[config.mk]
export PLATFORM = sky130hd
export DESIGN_NAME = sprite_draw_scheduler
export DESIGN_NICKNAME = d
export VERILOG_FILES = /design/src/rtl/sprite_pkg.sv /design/src/rtl/sprite_draw_scheduler_rr_arbiter.sv /design/src/rtl/sprite_draw_scheduler.sv
export SDC_FILE = /design/constraint.sdc
export NUM_CORES = 1
export LEC_CHECK = 0
export ABC_CLOCK_PERIOD_IN_PS = 7000
export CAP_MARGIN = 10
export CORE_AREA = 3 3 99 101
export CTS_CLUSTER_SIZE = 28
export DETAILED_ROUTE_END_ITERATION = 8
export DIE_AREA = 0 0 102 104
export PLACE_DENSITY_LB_ADDON = 0.15
export SETUP_SLACK_MARGIN = 0.4
export SYNTH_ARGS = -nofsm -noshare
export SYNTH_HDL_FRONTEND = slang
export SYNTH_SLANG_ARGS = --single-unit
[constraint.sdc]
create_clock -name clk -period 7 [get_ports clk]
set_input_delay 1.4 -clock clk [delete_from_list [all_inputs] [get_ports clk]]
set_output_delay 1.4 -clock clk [all_outputs]
set_load 0.03 [all_outputs]
[src/rtl/sprite_pkg.sv]
// Shared types and helpers for the sprite draw scheduler: FSM encoding,
// colour width/constants and a constant-evaluable clog2.
package sprite_pkg;

  typedef enum logic [1:0] {
    IDLE   = 2'd0,
    SCAN   = 2'd1,
    DRAIN  = 2'd2,
    FINISH = 2'd3
  } state_t;

  localparam int COLOR_W = 3;
  localparam logic [COLOR_W-1:0] COLOR_BLACK = 3'b000;

  function automatic int clog2(input int n);
    int r;
    r = 0;
    while ((1 << r) < n) r++;
    return r;
  endfunction

endpackage

[src/rtl/sprite_draw_scheduler_rr_arbiter.sv]
// Combinational round-robin pick: the first set request at or after ptr
// (wrapping) wins, reported both one-hot and as an index.
module rr_arbiter
  import sprite_pkg::*;
#(
  parameter int NUM_REQ = 4,
  parameter int SEL_W   = clog2(NUM_REQ)
) (
  input  logic [NUM_REQ-1:0] req,
  input  logic [SEL_W-1:0]   ptr,
  output logic [NUM_REQ-1:0] gnt,
  output logic [SEL_W-1:0]   gnt_idx,
  output logic               any
);

  logic [SEL_W-1:0] idx;
  int               pos;

  always_comb begin
    gnt     = '0;
    gnt_idx = '0;
    any     = 1'b0;
    idx     = '0;
    pos     = 0;
    // Walk from the farthest slot back to ptr so the nearest requester overwrites.
    for (int off = NUM_REQ - 1; off >= 0; off--) begin
      pos = int'(ptr) + off;
      if (pos >= NUM_REQ) pos = pos - NUM_REQ;
      idx = SEL_W'(pos);
      if (req[idx]) begin
        gnt      = '0;
        gnt[idx] = 1'b1;
        gnt_idx  = idx;
        any      = 1'b1;
      end
    end
  end

endmodule

[src/rtl/sprite_draw_scheduler.sv]
// Request-driven sprite rasteriser: arbitrates requesters, scans the granted
// sprite through the shared ROM and plots offset, clipped pixels to the VGA adapter.
module sprite_draw_scheduler
  import sprite_pkg::*;
#(
  parameter int NUM_REQ      = 4,
  parameter int WIDTH_X      = 8,
  parameter int WIDTH_Y      = 7,
  parameter int RESOLUTION_X = 160,
  parameter int RESOLUTION_Y = 120,
  parameter int SPR_BITS     = 4
) (
  input  logic                        clk,
  input  logic                        reset,
  input  logic [NUM_REQ-1:0]          req,
  input  logic [NUM_REQ*WIDTH_X-1:0]  req_x,
  input  logic [NUM_REQ*WIDTH_Y-1:0]  req_y,
  input  logic [NUM_REQ*SPR_BITS-1:0] req_w,
  input  logic [NUM_REQ*SPR_BITS-1:0] req_h,
  output logic [NUM_REQ-1:0]          grant,
  output logic [NUM_REQ-1:0]          done,
  output logic [clog2(NUM_REQ)-1:0]   rom_sel,
  output logic [SPR_BITS-1:0]         rom_x,
  output logic [SPR_BITS-1:0]         rom_y,
  input  logic [COLOR_W-1:0]          rom_color,
  output logic [WIDTH_X-1:0]          vga_x,
  output logic [WIDTH_Y-1:0]          vga_y,
  output logic [COLOR_W-1:0]          vga_color,
  output logic                        vga_plot
);

  localparam int SEL_W = clog2(NUM_REQ);
  localparam logic [WIDTH_X:0] CLIP_X = (WIDTH_X + 1)'(RESOLUTION_X);
  localparam logic [WIDTH_Y:0] CLIP_Y = (WIDTH_Y + 1)'(RESOLUTION_Y);

  state_t               state;
  logic [SEL_W-1:0]     ptr;
  logic [NUM_REQ-1:0]   arb_gnt;
  logic [SEL_W-1:0]     arb_idx;
  logic                 arb_any;

  logic [WIDTH_X-1:0]   x_lat;
  logic [WIDTH_Y-1:0]   y_lat;
  logic [SPR_BITS-1:0]  w_lat;
  logic [SPR_BITS-1:0]  h_lat;

  logic [SPR_BITS-1:0]  lx_p0, ly_p0;
  logic                 vld_p0;
  logic [SPR_BITS-1:0]  lx_p1, ly_p1;
  logic                 vld_p1;
  logic [WIDTH_X:0]     sx_p1;
  logic [WIDTH_Y:0]     sy_p1;

  function automatic logic on_screen(input logic [WIDTH_X:0] sx, input logic [WIDTH_Y:0] sy);
    return (sx < CLIP_X) && (sy < CLIP_Y);
  endfunction

  rr_arbiter #(
    .NUM_REQ (NUM_REQ),
    .SEL_W   (SEL_W)
  ) u_arb (
    .req     (req),
    .ptr     (ptr),
    .gnt     (arb_gnt),
    .gnt_idx (arb_idx),
    .any     (arb_any)
  );

  always_ff @(posedge clk or posedge reset) begin
    if (reset) begin
      state   <= IDLE;
      ptr     <= '0;
      grant   <= '0;
      done    <= '0;
      rom_sel <= '0;
      lx_p0   <= '0;
      ly_p0   <= '0;
    end else begin
      done <= '0;
      case (state)
        IDLE: begin
          if (arb_any) begin
            grant   <= arb_gnt;
            rom_sel <= arb_idx;
            lx_p0   <= '0;
            ly_p0   <= '0;
            state   <= SCAN;
          end
        end
        SCAN: begin
          if (lx_p0 == w_lat) begin
            lx_p0 <= '0;
            if (ly_p0 == h_lat) state <= DRAIN;
            else                ly_p0 <= ly_p0 + 1'b1;
          end else begin
            lx_p0 <= lx_p0 + 1'b1;
          end
        end
        DRAIN: state <= FINISH;
        FINISH: begin
          done  <= grant;
          grant <= '0;
          ptr   <= (rom_sel == SEL_W'(NUM_REQ - 1)) ? '0 : rom_sel + 1'b1;
          state <= IDLE;
        end
        default: state <= IDLE;
      endcase
    end
  end

  // Geometry is captured at grant so requesters may change it mid-service.
  always_ff @(posedge clk) begin
    if (state == IDLE && arb_any) begin
      for (int i = 0; i < NUM_REQ; i++) begin
        if (arb_gnt[i]) begin
          x_lat <= req_x[i*WIDTH_X +: WIDTH_X];
          y_lat <= req_y[i*WIDTH_Y +: WIDTH_Y];
          w_lat <= req_w[i*SPR_BITS +: SPR_BITS];
          h_lat <= req_h[i*SPR_BITS +: SPR_BITS];
        end
      end
    end
  end

  // p0: ROM address stage
  assign vld_p0 = (state == SCAN);
  assign rom_x  = lx_p0;
  assign rom_y  = ly_p0;

  // p1: ROM data stage
  always_ff @(posedge clk) begin
    lx_p1 <= lx_p0;
    ly_p1 <= ly_p0;
  end

  assign sx_p1 = {1'b0, x_lat} + {{(WIDTH_X + 1 - SPR_BITS){1'b0}}, lx_p1};
  assign sy_p1 = {1'b0, y_lat} + {{(WIDTH_Y + 1 - SPR_BITS){1'b0}}, ly_p1};

  // p2: registered plot outputs
  always_ff @(posedge clk or posedge reset) begin
    if (reset) begin
      vld_p1    <= 1'b0;
      vga_plot  <= 1'b0;
      vga_x     <= '0;
      vga_y     <= '0;
      vga_color <= COLOR_BLACK;
    end else begin
      vld_p1   <= vld_p0;
      vga_plot <= vld_p1 && on_screen(sx_p1, sy_p1);
      if (vld_p1) begin
        vga_x     <= sx_p1[WIDTH_X-1:0];
        vga_y     <= sy_p1[WIDTH_Y-1:0];
        vga_color <= rom_color;
      end
    end
  end

endmodule
==> run metrics <==
status completed; Starting DRT DRC Count 211; DRC violations left 0; hold buffers post-CTS 0; net load switching power 227 uW; Final Instance Count excl. Fillers 658; Critical path origin req[1]; post-synth cell types 58; ys flop type dfrtp_1; number of setup buffers added after CTS 0; Buffers on Ports 137; most frequent cells in the layout 137 x clkdlybuf4s50_1, 45 x nor2_1, 42 x dfrtp_1; register share of total power 0.466; grt met2 use 0.345; Post-synth EDFFs 23; core area 0.00911 sq mm; met1 usage 0.271; Routed Antenna Nets 0; GRT met3 Usage 0.0436; number of synthesized register bits 73; min-delay worst type reg -> reg; f_max 0.213 GHz; vias in the first global route 3570; DIE HEIGHT 104 um; NumNets Final 665; Inserted Diodes 0; Synth async-reset ratio 0.575; pin count of the biggest net entering global routing 49; worst relative slew slack 0.253; H-tree levels 3; sequential area share after synthesis 0.425; I/O Pins 138; crit share post-route 0.672; capturing element type of the critical path register; post-DP HPWL 8690 um; area leader, netlist dfrtp_1; Rows 35; share of layout cells above drive strength 1 0.159; Inst Count DP 642; Power Density 156 mW/mm^2; CTS root buffer clkbuf_8; first-pass iteration count of the detailed router 4; Critical Path Start Type input port; cell internal pwr 724 uW; max_cap viols 0; slew at the pin with the worst max-slew slack 1.12 ns; GRT Resource Usage Total 0.210; Reg2Reg Depth 8; synth top area cells dfrtp_1 23%, edfxtp_1 15%, ha_1 5.6%; first-pass GRT wire length 17400 um; initial antenna violation count 0; vias 3607; Comb pwr share 0.156; Avg Cell Area, Syn 10.8 sq um; CTS Sinks 73; commonest non-fill, non-tap cell in the layout clkdlybuf4s50_1; buffer depth of the longest clock path 2; Ys Warns 0; Clk pin slew, worst setup/hold paths 0.08 ns; Skew-Pair Late Insertion Delay 0.35 ns; Overflow after GRT 0; die outline area 0.0106 sq mm; post-CTS sizing 0; HP Start rom_y[3]$_DFFE_PP0P_; DR vias/cell 5.48; die span in x 102 um; Worst Skew 0.0130 ns; worst hold stages 0; WL/cell 16.5 um; Leak 0.00239 uW; final setup fails 0; Synth-to-Final Area Change 35.8%; routability cong. 0.846; busiest grt layer met2; Initial Util 0.492; switch share 0.239; top-area cell type share of the netlist area 0.235; critical path data required time 6.96 ns; Fin. Hold Viols 0; CTS tree done; RSZ-0062 raised after global routing false; Mapped Area 0.00448 sq mm; Pins Over Slew Limit 0; Clk network pwr share 0.378; # fillers 715; CP Max Fanout 26; Final min period 4.70 ns; type of the worst setup path in -> reg; crit path DAT 4.66 ns; syn_nets 539; CTS Buf Count 9; Fin Setup TNS 0 ns; Cells after Synth 416; Peak supply drop 0.0000885 V; R2R Path Start ptr[0]$_DFFE_PP0P_; final wirelength 10800 um
## synth_stat cells (all sizes together), types with 2 or more instances
cell type	instances
dfrtp	42
o31ai	23
nor2	46
nor3	4
a21oi	20
o41ai	2
nand3	5
nand4	7
mux4	2
a22oi	2
a211oi	24
o211ai	2
clkbuf	15
dfxtp	8
mux2i	2
mux2	18
nor2b	2
and2	4
and3	24
a31oi	3
o21ai	12
ha	20
xor2	13
buf	8
a22o	4
fa	2
a21o	5
edfxtp	23
inv	10
nand3b	2
or3b	2
xnor2	8
nand2	40
## critical path, stage by stage
cell and delay (ns):
clkdlybuf4s50_1 0.54, mux2_2 0.37, mux2i_1 0.29, nand4_1 0.25
a31oi_4 0.78, nor4_1 0.13, nor2_2 0.88
## final cells by class
class	count	area, sq um	share of cell area
Timing Repair Buffer	138	1380	0.227
Tap cell	111	139	0.0228
Multi-Input combinational cell	310	2400	0.395
Clock inverter	5	60.1	0.00987
Sequential cell	73	1900	0.313
Clock buffer	11	163	0.0267
Inverter	10	37.5	0.00617
## metrics by stage
stage / utilization / hold slack (ns) / area (sq um) / setup slack [ns] / power, uW
2_1_floorplan: - / 0.533 / 4480 / 2.62 / 530
3_3_place_gp: 0.644 / 0.463 / 5860 / 2.09 / 600
3_5_place_dp: 0.644 / 0.465 / 5860 / 1.97 / 602
4_1_cts: 0.668 / 0.478 / 6080 / 2.34 / 958
5_1_grt: 0.668 / 0.503 / 6080 / 2.11 / 992
6_report: 0.668 / 0.475 / 6080 / 2.30 / 952
## routing by layer
| layer | up-vias | wire length (um) |
|---|---|---|
| met5 | - | 0 |
| met4 | 0 | 227 |
| met3 | 15 | 645 |
| met2 | 110 | 5450 |
| met1 | 1697 | 4530 |
| li1 | 1785 | - |
## worst paths after layout
kind                       slack [ns]                       end
max in group asynchronous        4.89      state[1]$_DFFE_PP0P_
min                              0.48          ly_p1[3]$_DFF_P_
min in group asynchronous        1.55  vga_color[2]$_DFFE_PP0P_
max                              2.30        w_lat[2]$_DFFE_PP_
min reg2reg                      0.48          ly_p1[3]$_DFF_P_
max reg2reg                      2.60        w_lat[2]$_DFFE_PP_
## logic make-up after synthesis
group,Yosys count,share of synthesized area
AOI/OAI and AO/OA,106,0.217
xor gates and xnor gates,21,0.0411
adders and majority gates,22,0.0648
buffers and inverters,33,0.0425
DFF,73,0.425
muxes,22,0.0626
and+or+nand+nor,139,0.148
## state kept, by name, indices dropped and copies added (netlist names), 3 cells and up
signal     cells
vga_x          8
x_lat          8
vga_y          7
y_lat          7
done           4
grant          4
h_lat          4
lx_p1          4
ly_p1          4
rom_x          4
rom_y          4
w_lat          4
vga_color      3
## power groups by stage
stage | combinational, uW | clock (uW) | sequential [uW]
floorplan | 75.5 | 0 | 454
global placement | 147 | 0 | 452
detailed placement | 149 | 0 | 452
CTS | 150 | 365 | 443
global route | 161 | 388 | 443
finish | 149 | 360 | 443
No activity file was read; power rests on OpenSTA's default activity.
